<file path="src/rtl/vmon_m2h_pkg.sv">
// ============================================================================
// vmon_m2h_pkg : shared types, constants and header builder for vmon_m2h_arb
// Rev 1.0
// ============================================================================
`default_nettype none

package vmon_m2h_pkg;

    typedef enum logic [1:0] {
        ST_IDLE = 2'd0,
        ST_HDR  = 2'd1,
        ST_DATA = 2'd2
    } state_e;

    localparam logic [3:0] c_hdr_tag = 4'hA;

    // Header byte: tag nibble over the granted source index.
    function automatic logic [7:0] hdr_byte(input logic [3:0] tag, input logic [3:0] idx);
        return {tag, idx};
    endfunction

endpackage

`default_nettype wire

</file>
<file path="src/rtl/vmon_m2h_arb_if.sv">
// ============================================================================
// vmon_m2h_arb_if : source byte streams and m2h output stream of the arbiter
// Rev 1.0
// ============================================================================
`default_nettype none

interface vmon_m2h_arb_if #(
    parameter int N_SRC = 4,
    parameter int DW    = 8
);
    logic [N_SRC-1:0]    src_valid;
    logic [N_SRC*DW-1:0] src_data;
    logic [N_SRC-1:0]    src_last;
    logic [N_SRC-1:0]    src_ready;
    logic                m2h_valid;
    logic [DW-1:0]       m2h_data;
    logic                m2h_last;
    logic                m2h_ready;

    modport slave (
        input  src_valid, src_data, src_last, m2h_ready,
        output src_ready, m2h_valid, m2h_data, m2h_last
    );

    modport master (
        output src_valid, src_data, src_last, m2h_ready,
        input  src_ready, m2h_valid, m2h_data, m2h_last
    );
endinterface

`default_nettype wire

</file>
<file path="src/rtl/vmon_rr_pick.sv">
// ============================================================================
// vmon_rr_pick : round-robin picker, first request searching from last+1
// Rev 1.0
// ============================================================================
`default_nettype none

module vmon_rr_pick #(
    parameter int N  = 4,
    parameter int IW = 2
) (
    input  wire logic [N-1:0]  req,
    input  wire logic [IW-1:0] last,
    output logic      [IW-1:0] grant,
    output logic               any
);
    logic [IW:0]   sum;
    logic [IW-1:0] idx;

    always_comb begin
        grant = '0;
        any   = 1'b0;
        sum   = '0;
        idx   = '0;
        for (int k = 1; k <= N; k++) begin
            // Modulo by single conditional subtract: last < N and k <= N.
            sum = {1'b0, last} + (IW+1)'(k);
            if (sum >= (IW+1)'(N)) begin
                sum = sum - (IW+1)'(N);
            end
            idx = sum[IW-1:0];
            if (!any && req[idx]) begin
                any   = 1'b1;
                grant = idx;
            end
        end
    end
endmodule

`default_nettype wire

</file>
<file path="src/rtl/vmon_m2h_arb.sv">
// ============================================================================
// vmon_m2h_arb : frames per-source monitor messages onto one m2h byte stream
// Rev 1.0
// ============================================================================
`default_nettype none

module vmon_m2h_arb
    import vmon_m2h_pkg::*;
#(
    parameter int         N_SRC   = 4,
    parameter int         DW      = 8,
    parameter logic [3:0] HDR_TAG = c_hdr_tag
) (
    input  wire logic       clk,
    input  wire logic       rstn,
    input  wire logic       en,
    vmon_m2h_arb_if.slave   bus,
    output logic            busy,
    output logic [15:0]     pkt_count
);
    localparam int IW = (N_SRC > 1) ? $clog2(N_SRC) : 1;

    state_e        state_q, state_d;
    logic [IW-1:0] grant_q, grant_d;
    logic [IW-1:0] last_grant_q, last_grant_d;
    logic [15:0]   pkt_count_q, pkt_count_d;

    logic [IW-1:0]    w_pick;
    logic             w_any;
    logic             w_sel_valid;
    logic [DW-1:0]    w_sel_data;
    logic             w_sel_last;
    logic             w_m2h_valid;
    logic [DW-1:0]    w_m2h_data;
    logic             w_m2h_last;
    logic [N_SRC-1:0] w_src_ready;

    vmon_rr_pick #(
        .N  (N_SRC),
        .IW (IW)
    ) u_pick (
        .req   (bus.src_valid),
        .last  (last_grant_q),
        .grant (w_pick),
        .any   (w_any)
    );

    always_comb begin
        w_sel_valid = 1'b0;
        w_sel_data  = '0;
        w_sel_last  = 1'b0;
        for (int i = 0; i < N_SRC; i++) begin
            if (grant_q == IW'(i)) begin
                w_sel_valid = bus.src_valid[i];
                w_sel_data  = bus.src_data[i*DW +: DW];
                w_sel_last  = bus.src_last[i];
            end
        end
    end

    always_comb begin
        state_d      = state_q;
        grant_d      = grant_q;
        last_grant_d = last_grant_q;
        pkt_count_d  = pkt_count_q;
        w_m2h_valid  = 1'b0;
        w_m2h_data   = '0;
        w_m2h_last   = 1'b0;
        w_src_ready  = '0;
        unique case (state_q)
            ST_IDLE: begin
                if (en && w_any) begin
                    grant_d = w_pick;
                    state_d = ST_HDR;
                end
            end
            ST_HDR: begin
                w_m2h_valid = 1'b1;
                w_m2h_data  = DW'(hdr_byte(HDR_TAG, 4'(grant_q)));
                if (bus.m2h_ready) begin
                    state_d = ST_DATA;
                end
            end
            ST_DATA: begin
                // Pass-through of the granted source; others stay stalled.
                w_m2h_valid = w_sel_valid;
                w_m2h_data  = w_sel_data;
                w_m2h_last  = w_sel_last;
                for (int i = 0; i < N_SRC; i++) begin
                    if (grant_q == IW'(i)) begin
                        w_src_ready[i] = bus.m2h_ready;
                    end
                end
                if (w_sel_valid && bus.m2h_ready && w_sel_last) begin
                    state_d      = ST_IDLE;
                    last_grant_d = grant_q;
                    pkt_count_d  = pkt_count_q + 16'd1;
                end
            end
            default: begin
                state_d = ST_IDLE;
            end
        endcase
    end

    always_ff @(posedge clk or negedge rstn) begin
        if (!rstn) begin
            state_q      <= ST_IDLE;
            grant_q      <= '0;
            last_grant_q <= IW'(N_SRC - 1);
            pkt_count_q  <= '0;
        end else begin
            state_q      <= state_d;
            grant_q      <= grant_d;
            last_grant_q <= last_grant_d;
            pkt_count_q  <= pkt_count_d;
        end
    end

    assign bus.m2h_valid = w_m2h_valid;
    assign bus.m2h_data  = w_m2h_data;
    assign bus.m2h_last  = w_m2h_last;
    assign bus.src_ready = w_src_ready;
    assign busy          = (state_q != ST_IDLE);
    assign pkt_count     = pkt_count_q;
endmodule

`default_nettype wire

</file>
<file path="src/flat_wrapper.sv">
// flat-port wrapper written by rule: the top's interface ports become plain ports
module vmon_m2h_arb_flat import vmon_m2h_pkg::*;
#(
    parameter int         N_SRC   = 4,
    parameter int         DW      = 8,
    parameter logic [3:0] HDR_TAG = c_hdr_tag
)
  (clk, rstn, en, busy, pkt_count, bus_src_valid, bus_src_data, bus_src_last, bus_m2h_ready, bus_src_ready, bus_m2h_valid, bus_m2h_data, bus_m2h_last);
  vmon_m2h_arb_if #(.N_SRC(N_SRC), .DW(DW)) bus_i ();
  input  wire logic clk;
  input  wire logic rstn;
  input  wire logic en;
  output logic busy;
  output logic [15:0] pkt_count;
  input wire logic [$bits(bus_i.src_valid)-1:0] bus_src_valid;
  input wire logic [$bits(bus_i.src_data)-1:0] bus_src_data;
  input wire logic [$bits(bus_i.src_last)-1:0] bus_src_last;
  input wire logic [$bits(bus_i.m2h_ready)-1:0] bus_m2h_ready;
  output wire logic [$bits(bus_i.src_ready)-1:0] bus_src_ready;
  output wire logic [$bits(bus_i.m2h_valid)-1:0] bus_m2h_valid;
  output wire logic [$bits(bus_i.m2h_data)-1:0] bus_m2h_data;
  output wire logic [$bits(bus_i.m2h_last)-1:0] bus_m2h_last;
  assign bus_i.src_valid = bus_src_valid;
  assign bus_i.src_data = bus_src_data;
  assign bus_i.src_last = bus_src_last;
  assign bus_i.m2h_ready = bus_m2h_ready;
  assign bus_src_ready = bus_i.src_ready;
  assign bus_m2h_valid = bus_i.m2h_valid;
  assign bus_m2h_data = bus_i.m2h_data;
  assign bus_m2h_last = bus_i.m2h_last;
  vmon_m2h_arb #(.N_SRC(N_SRC), .DW(DW), .HDR_TAG(HDR_TAG)) u_core (.clk(clk), .rstn(rstn), .en(en), .bus(bus_i), .busy(busy), .pkt_count(pkt_count));
endmodule
</file>
<file path="config.mk">
export PLATFORM = sky130hd
export DESIGN_NAME = vmon_m2h_arb_flat
export DESIGN_NICKNAME = d
export VERILOG_FILES = /design/src/rtl/vmon_m2h_pkg.sv /design/src/rtl/vmon_m2h_arb_if.sv /design/src/rtl/vmon_rr_pick.sv /design/src/rtl/vmon_m2h_arb.sv /design/src/flat_wrapper.sv
export SDC_FILE = /design/constraint.sdc
export NUM_CORES = 1
export LEC_CHECK = 0
export BUFFER_PORTS_ARGS = -buffer_cell sky130_fd_sc_hd__buf_2
export CELL_PAD_IN_SITES_DETAIL_PLACEMENT = 1
export CELL_PAD_IN_SITES_GLOBAL_PLACEMENT = 2
export CORE_ASPECT_RATIO = 1.1
export CORE_MARGIN = 1.5
export CORE_UTILIZATION = 26
export CTS_CLUSTER_DIAMETER = 200
export DETAILED_ROUTE_END_ITERATION = 16
export HOLD_SLACK_MARGIN = 0.12
export PLACE_DENSITY = 0.76
export SETUP_SLACK_MARGIN = 0.5
export SLEW_MARGIN = 25
export SYNTH_ARGS = -nofsm -noshare
export SYNTH_HDL_FRONTEND = slang
export SYNTH_SLANG_ARGS = --single-unit
</file>
<file path="constraint.sdc">
create_clock -name clk -period 2.2 [get_ports clk]
set_input_delay 0.44 -clock clk [delete_from_list [all_inputs] [get_ports clk]]
set_output_delay 0.44 -clock clk [all_outputs]
set_load 0.05 [all_outputs]
</file>
Yosys cells after proc, flatten, opt, wreduce, memory -nomap -nowiden
Cells that the tools add are included.
{"block": "classes", "n_addsub": 9, "magnitude_cmp": 8, "n_eq_ne": 8, "mux": 44, "reduce_logical": 15}
{"cell": "8-bit 2-to-1 mux", "count": 4}
{"cell": "2-bit 2-to-1 mux", "count": 11}
{"cell": "1-bit 2-to-1 mux", "count": 21}
{"cell": "16-bit by 1-bit adder with 16-bit output (second input constant)", "count": 1}
{"cell": "8-bit one-hot mux with 2 select lines", "count": 1}
{"cell": "3-bit greater-or-equal comparator (second input constant)", "count": 4}
{"cell": "2-bit by 3-bit < comparator with 1-bit output (second input constant)", "count": 4}
{"cell": "1-bit binary-select mux with 2-bit select", "count": 4}
{"cell": "2-bit by 1-bit subtractor with 2-bit output (second input constant)", "count": 4}
{"cell": "2-bit by 2-bit adder with 3-bit output (second input constant)", "count": 2}
{"cell": "2-bit equality test (second input constant)", "count": 3}
{"cell": "1-bit logical AND", "count": 6}
{"cell": "2-bit one-hot mux with 3 select lines", "count": 1}
{"cell": "2-bit by 1-bit equality test with 1-bit output (second input constant)", "count": 2}
{"cell": "2-bit logical NOT", "count": 2}
{"cell": "4-bit 2-to-1 mux", "count": 1}
{"cell": "2-bit by 1-bit != test with 1-bit output (second input constant)", "count": 2}
{"cell": "2-bit AND reduction", "count": 2}
{"cell": "2-bit by 1-bit adder with 3-bit output (second input constant)", "count": 1}
{"cell": "2-bit by 3-bit adder with 3-bit output (second input constant)", "count": 1}
{"cell": "1-bit logical NOT", "count": 3}
{"cell": "3-bit AND reduction", "count": 1}
{"cell": "2-bit != test (second input constant)", "count": 1}
{"cell": "1-bit one-hot mux with 2 select lines", "count": 1}
{"cell": "2-bit nonzero test", "count": 1}
{"block": "word_totals", "ff_bits": 22, "in_bits": 44, "output_inout_bits": 31, "elab_cells": 88}

Logic depth before layout (Yosys ltp)
Gate-level depths: netlist of run 1.
{"block": "logic_depth", "depth_word": 18, "depth_mapped": 7, "ltp_nobuf": 6}

By module
Synthesis of run 1 repeated with hierarchy kept, for this count alone.
{"block": "hier_totals", "hier_cells": 155, "hier_area_um2": 1602.8}
{"mod": "vmon_m2h_arb", "instances": 1, "cells_each": 141, "area_each_um2": 1511.4}
{"mod": "vmon_rr_pick", "instances": 1, "cells_each": 14, "area_each_um2": 91.3}

Worst setup path before layout of run 1
OpenSTA, ideal clock, no wires.
{"block": "synth_path", "path_type": "register -> output", "startpoint": "register u_core.state_q[0]", "endpoint": "output bus_m2h_data[0]", "arrival_ps": 2369, "path_slack_ps": -609, "stages_incl_launch_ff": 8, "path_buffers": 1, "path_cell_list": "dfrtp_1 inv_1 ha_1 clkbuf_1 nand2_1 a21oi_1 a21boi_0 o21ai_0"}
{"block": "synth_between", "elab_chain_cells": 2, "word_cells_on_any_way": 3, "classes_between": "eq/ne: 2; mux: 1"}
{"element": "from (decl)", "line_no": "vmon_m2h_arb.sv:23", "text": "state_e state_q, state_d;"}
{"element": "from (signal assigned)", "line_no": "vmon_m2h_arb.sv:113", "text": "state_q <= state_d;"}
{"element": "2-bit equality test / 2-bit by 1-bit equality test with 1-bit output (equally long branches)", "line_no": "vmon_m2h_arb.sv:70", "text": "unique case (state_q)"}
{"element": "8-bit one-hot mux with 2 select lines (*)", "line_no": "vmon_m2h_arb.sv:70"}
{"element": "to (decl)", "line_no": "flat_wrapper.sv:21", "text": "output wire logic [$bits(bus_i.m2h_data)-1:0] bus_m2h_data;"}
Every way passes the cells marked *; elsewhere a longest branch is shown, timed or not.

Worst setup path in the final report of run 1
{"block": "layout_path", "startpoint": "register u_core.grant_q[0]", "endpoint": "output bus_m2h_valid"}
{"block": "layout_between", "elab_chain_cells": 6, "word_cells_on_any_way": 9, "classes_between": "eq/ne: 3; mux: 5; reduce/logical: 1"}
{"element": "from (decl)", "line_no": "vmon_m2h_arb.sv:24", "text": "logic [IW-1:0] grant_q, grant_d;"}
{"element": "from (signal assigned)", "line_no": "vmon_m2h_arb.sv:114", "text": "grant_q <= grant_d;"}
{"element": "2-bit logical NOT", "line_no": "vmon_m2h_arb.sv:53", "text": "if (grant_q == IW'(i)) begin"}
{"element": "1-bit 2-to-1 mux (3 in a row)", "line_no": "vmon_m2h_arb.sv:53"}
{"element": "1-bit 2-to-1 mux (*)", "line_no": "vmon_m2h_arb.sv:53"}
{"element": "1-bit one-hot mux with 2 select lines (*)", "line_no": "vmon_m2h_arb.sv:70"}
{"element": "to (decl)", "line_no": "flat_wrapper.sv:20", "text": "output wire logic [$bits(bus_i.m2h_valid)-1:0] bus_m2h_valid;"}
Marked as above.

==> results of run 1 <==
==> metrics by stage <==
stage / setup WS, ns / instance area (um2) / utilization [%] / hold WS, ns / power, W
6_report: 0.0853 / 2650 / 46.0 / 0.137 / 0.00323
5_1_grt: 0.00911 / 2650 / 46.0 / 0.183 / 0.00342
4_1_cts: 0.0299 / 2590 / 44.9 / 0.154 / 0.00319
3_5_place_dp: 0.178 / 2200 / 38.1 / 0.443 / 0.00236
3_3_place_gp: 0.242 / 2200 / 38.1 / 0.438 / 0.00233
2_1_floorplan: 0.354 / 1740 / - / 0.144 / 0.00200
==> metal layers <==
metal  vias up  wire, um  track usage [%]
met1       732      1980             19.0
met3         2       405             4.57
met4         0         5             2.02
li1        745         -                -
met5         -         0                0
met2        65      2560             28.6
==> kinds of logic after synthesis <==
logic type / after synthesis / synth area share [%]
compound gates: 14 / 6.35
xor+xnor: 15 / 8.43
fa+ha+maj: 6 / 4.82
buf+inv: 11 / 3.77
flops: 22 / 35.5
mux: 16 / 17.9
simple gates: 69 / 23.2
==> layout by cell type (no fill, tap or decap), types with 3 or more instances in the layout <==
master	Yosys	layout
nand3_2	0	6
dfrtp_1	20	15
buf_4	0	18
nand2b_1	3	3
nand2_1	17	8
ha_1	6	4
buf_6	2	14
xnor2_1	11	10
nand4_1	8	8
and3_1	4	4
clkbuf_8	0	4
nand2_4	1	7
and2_4	0	3
mux2_4	0	3
nor2b_4	0	4
dfrtp_2	0	5
nor2_1	9	6
mux4_2	9	9
nor2_4	0	3
nand3_1	11	5
buf_2	2	59
xor2_1	4	4
buf_8	0	3
==> sequential cells by signal, summed over array words and instances, names as in the netlist <==
signal	cells
u_core.pkt_count	16
u_core.grant_q	2
u_core.last_grant_q	2
u_core.state_q	2
==> cell usage after synthesis <==
| cell | number | area [um2] |
|---|---|---|
| dfrtp_1 | 20 | 500 |
| nand2_1 | 17 | 63.8 |
| nand3_1 | 11 | 55.1 |
| xnor2_1 | 11 | 96.3 |
| mux4_2 | 9 | 203 |
| nor2_1 | 9 | 33.8 |
| nand4_1 | 8 | 50.1 |
| ha_1 | 6 | 75.1 |
| inv_1 | 5 | 18.8 |
| nor2b_1 | 5 | 31.3 |
| a21oi_1 | 4 | 20.0 |
| and2_1 | 4 | 25.0 |
| and3_1 | 4 | 25.0 |
| xor2_1 | 4 | 35.0 |
| mux2_2 | 3 | 33.8 |
| nand2b_1 | 3 | 18.8 |
| nor4_1 | 3 | 18.8 |
| a21o_1 | 2 | 15.0 |
| buf_2 | 2 | 10.0 |
| buf_6 | 2 | 22.5 |
| dfstp_2 | 2 | 52.6 |
| mux2_1 | 2 | 22.5 |
| mux2i_1 | 2 | 20.0 |
| o21ai_0 | 2 | 10.0 |
| or2_2 | 2 | 12.5 |
| a2111oi_0 | 1 | 8.76 |
| a21boi_0 | 1 | 7.51 |
| a22o_1 | 1 | 8.76 |
| a32oi_1 | 1 | 8.76 |
| and4_1 | 1 | 8.76 |
| buf_1 | 1 | 3.75 |
| clkbuf_1 | 1 | 3.75 |
| nand2_4 | 1 | 11.3 |
| nor3b_1 | 1 | 7.51 |
| o221a_2 | 1 | 11.3 |
| o41ai_1 | 1 | 8.76 |
==> power by group <==
part	switching [W]	internal, W
logic	0.00123	0.00110
clock network	0.000136	0.000159
registers	0.000114	0.000492
==> worst paths after layout <==
path | startpoint | end | slack (ns) | cells after the start
worst max register to register | u_core.grant_q[0] | u_core.state_q[0] | 0.13 | 7
worst min register to register | u_core.pkt_count[15] | u_core.pkt_count[15] | 0.46 | 1
worst max-delay path | u_core.grant_q[0] | bus_m2h_valid | 0.09 | 5
max in group asynchronous | rstn | u_core.pkt_count[4] | 1.70 | 1
worst min-delay path | rstn | u_core.pkt_count[2] | 0.14 | 1
min in group clk | u_core.pkt_count[15] | u_core.pkt_count[15] | 0.46 | 1
==> layout make-up <==
cell class	instances	share of cell area, %
clock buffer	4	2.08
sequential	22	21.1
multi-input combinational	120	46.0
tap	77	3.63
timing repair buffer	97	26.3
inverter	5	0.849
==> repair_timing <==
action                                 in CTS  in global routing
hold buffers                                0                  0
resized for setup                          54                  8
pin swaps                                  15                 11
endpoints found under the hold margin       0                  0
cloned                                      1                  0
buffers inserted                           15                  4
setup endpoints to repair                  31                 35
==> metrics, run 1 <==
PD cells=about 1200 nW/um2; drt drc=0; Via Count=between 1500 and 2000; root buf cell=clkbuf_8; YS warnings=0; Starting Density=roughly 27%; Setup crit end kind=output pin; Antenna Nets Post-Route=0; Die X=~77 um; num ports=75; critical path startpoint category=flop; nets=~300; Top delay family on crit path=multiplexers; Syn Nets=203; sequential fraction of the synthesis area=35.5%; P_leak=between 1 and 1.5 nW; Antenna Cells=0; clk sink count=22; vias in the first global route=about 1700; Die H=84.2 um; crit-path max cell delay=0.54 ns; IO buf count=74; core area=5770 um2; Max VDD drop=between 0.0007 and 0.0008 V; relative slew slack=about two thirds; CTS tree=done; Crit Path Max Fanout=7; worst path buffer plus inverter count=2; RSZ-0062 raised after global routing=true; crit share post-route=96.1%; Final min period=about 2.1 ns; initial antenna violation count=0; FP Rows=29; Min-Delay Path Class=primary input to async pin; Netlist cell types=36; Post-DP HPWL=3.61 mm; cell count after synthesis=153; WL final=~5 mm; max-cap viol count=0; Max Freq=473 MHz; # fillers=659; total grt overflow=0; maximum clock insertion buffer count=2; Setup Viol. Count Final=0; Worst EP required=roughly 1.8 ns; sequential cell area=559 um2; Detailed Routing Iterations Pass 1=3; share of cells above drive strength 1=roughly two thirds; CP Class=flop to output pin; crit path DAT=approximately 1.7 ns; Final Hold Vio Count=0; Final Non-Filler Cells=roughly 330; clock latency at the later pin of the worst-skew pair=between 0.2 and 0.3 ns; placed insts=301; Worst-path clk slew=about 0.090 ns; Yosys reg bits=22; status=completed; H-tree levels=1; first-pass GRT wire length=roughly 8.2 mm; vias per inst=~4.8; Crit-path slowest cell=mux4_2; Total Routing Usage GR=about 16%; Die ar.=6470 um2; crit path cell chain=buf_12 > mux4_2 > nand3_2 > nand2_2 > buf_8; Layout Area Growth over Synthesis=70.2%; multi-input combinational cell area=1220 um2; wire per inst=between 15 and 20 um; CTS Buf Count=3; Post-Synthesis Cell Area=between 1500 and 2000 um2; Fin Setup TNS=0 ns; pin count of the biggest net entering global routing=23; Worst Tran Pin Value=slightly above 0.5 ns; fin. max-slew vios=0; Final GP Congestion=around 0.74; skew final=approximately 0.0061 ns; Avg Cell Area, Syn=10.2 um2; drt initial violations=34
No activity file was read; power rests on OpenSTA's default activity.
==> inputs of run 2 (changes only) <==
==> constraint.sdc (replaced) <==
create_clock -name clk -period 2.32 [get_ports clk]
set_input_delay 0.464 -clock clk [delete_from_list [all_inputs] [get_ports clk]]
set_output_delay 0.464 -clock clk [all_outputs]
set_load 0.05 [all_outputs]
==> metrics, run 2 (synthesis results as in run 1) <==
RSZ-0062 raised after global routing=true; status=completed; Max VDD drop=0.000762 V (+1.5%); CP Class=flop to output pin; Worst Tran Pin Value=0.634 ns (+0.126 ns); crit path DAT=1.71 ns (+0.04 ns); Finished Core Util=46.0% (about the same); IO buf count=74 (unchanged); Fin Setup TNS=0 ns (unchanged); Comb power frac=71.3% (-0.8 points); relative slew slack=57.2% (-8.9 points); CTS Hold Buffers Added=0 (unchanged); Crit Path Max Fanout=5 (-2); Largest register FFs=16 (unchanged); root buf cell=clkbuf_8; FF-to-FF setup slack=0.29 ns (+0.16 ns); maximum clock insertion buffer count=2 (unchanged); max-cap viol count=0 (unchanged); most frequent cells in the layout=buf_2 (60), dfrtp_1 (19), buf_6 (16), buf_4 (16), xnor2_1 (11); Final Non-Filler Cells=326 (+0.31%); Via Count=1587 (+2.8%); Total Routing Usage GR=15.5% (-0.37 points); P_leak=1.28 nW (+1.2%); # fillers=661 (+0.30%); Antenna Nets Post-Route=0 (unchanged); Setup crit end kind=output pin; crit share post-route=between 90% and 100%; Detailed Routing Iterations Pass 1=4 (+1); crit path cell chain=inv_2 > ha_4 > nand2_8 > a21oi_4 > a21boi_2 > o21ai_4 > buf_6; Max Freq=about 460 MHz; FP Rows=29 (unchanged); PD cells=1200 nW/um2 (-1.4%); Worst-path clk slew=0.08 ns (about the same); Worst R2R Path Depth=7 (unchanged); Layout Area Growth over Synthesis=70.3% (about the same); Die H=84.2 um (unchanged); vias per inst=4.87 (+2.5%); fin. max-slew vios=0 (unchanged); CTS tree=done; WL final=4.89 mm (-1.3%); Sw Ratio=44.6% (-1.2 points); Starting Density=27.0% (unchanged); sequential fraction of design power=17.3% (-1.5 points); wire per inst=15.0 um (-1.6%); Overall Power=0.00319 W (-1.3%); Final GP Congestion=0.763 (+2.6%); drt drc=0 (unchanged); crit-path max cell delay=0.40 ns (-0.14 ns); clk sink count=22 (unchanged); Post-Place Worst Slack=0.298 ns (+0.120 ns); drt initial violations=27 (-21%); Antenna Cells=0 (unchanged); Setup Viol. Count Final=0 (unchanged); Min-Delay Path Class=primary input to async pin; Final Hold Vio Count=0 (unchanged); Final min period=approximately 2.2 ns; total grt overflow=0 (unchanged); Die ar.=6470 um2 (unchanged); Crit-path slowest cell=dfrtp_1; Post-DP HPWL=3.61 mm (-0.15%); core area=5770 um2 (unchanged); post-route setup slack=0.149 ns (+0.0637 ns); critical path startpoint category=flop; Die X=76.8 um (unchanged); first-pass GRT wire length=7.98 mm (-3.0%); num ports=75 (unchanged); Worst EP required=1.86 ns (+0.10 ns); pin count of the biggest net entering global routing=23 (unchanged); H-tree levels=1 (unchanged); commonest non-fill, non-tap cell in the layout=buf_2; nets=300 (+0.33%); CTS Buf Count=3 (unchanged); initial antenna violation count=0 (unchanged); switching power=0.00142 W (-3.8%); skew final=0.00232 ns (-0.00379 ns); clock latency at the later pin of the worst-skew pair=0.27 ns (about the same); vias in the first global route=1668 (-1.2%); Internal Pwr Total=0.00177 W (+0.81%); placed insts=302 (+0.33%); Clock power frac=11.4% (+2.3 points); share of cells above drive strength 1=64.3% (-1.5 points)
## run 2: cell types whose count changed in the layout (fill, tap and decap cells not counted), sizes merged
| cell | previous run | this run |
|---|---|---|
| buf | 96 | 98 |
| clkinvlp | 1 | 0 |
| bufinv | 0 | 1 |
| inv | 4 | 5 |
| clkbuf | 5 | 3 |
## run 2: final cells by class
type	count	area (um2)	area share (%)
Clock buffer	3	41.3	1.56
Sequential cell	22	554	20.9
Inverter	5	21.3	0.802
Clock inverter	1	30.0	1.13
Multi-Input combinational cell	120	1200	45.3
Timing Repair Buffer	98	708	26.7
Tap cell	77	96.3	3.63
## run 2: worst paths after layout
path,start,to
worst max-delay path,u_core.state_q[1],bus_m2h_data[0]
worst min-delay path,rstn,u_core.pkt_count[12]
worst max register to register,u_core.grant_q[0],u_core.state_q[0]
worst min register to register,u_core.pkt_count[15],u_core.pkt_count[15]
max in group asynchronous,rstn,u_core.grant_q[0]
min in group clk,u_core.pkt_count[15],u_core.pkt_count[15]
## run 2: timing repair
action	in CTS	in global routing
setup endpoints to repair	28	32
buffers inserted	17	2
resized for setup	55	12
pin swaps	12	9
cloned	1	0
## run 2: power by group through the flow
| stage | registers [W] | clock network, W | logic [W] |
|---|---|---|---|
| after detailed placement | 0.000567 | 0 | 0.00160 |
| after floorplan | 0.000605 | 0 | 0.00123 |
| after global routing | 0.000563 | 0.000391 | 0.00241 |
| after CTS | 0.000546 | 0.000375 | 0.00219 |
| final | 0.000552 | 0.000365 | 0.00227 |
| after global placement | 0.000566 | 0 | 0.00158 |
## run 2: metrics by stage
step	cell area (um2)	hold WS, ns
2_1_floorplan	1700	0.168
3_3_place_gp	2160	0.455
3_5_place_dp	2160	0.469
4_1_cts	2580	0.173
5_1_grt	2650	0.193
6_report	2650	0.159
## run 2: layer usage
metal | vias up | track usage (%) | share of wire (%)
met2 | 70 | 28.4 | 52
met4 | 0 | 2.53 | 0.49
met3 | 4 | 3.48 | 7.1
met1 | 765 | 18.6 | 40
met5 | - | 0 | 0
li1 | 748 | - | -
## run 2: critical path, delay by kind of cell, from the launching register on
family / cells / cell delay [ns]
flip-flops: 1 / 0.40
AO/OA/AOI/OAI: 3 / 0.37
adder cells (fa/ha/maj): 1 / 0.32
buffers and inverters: 2 / 0.26
AND/OR/NAND/NOR: 1 / 0.09
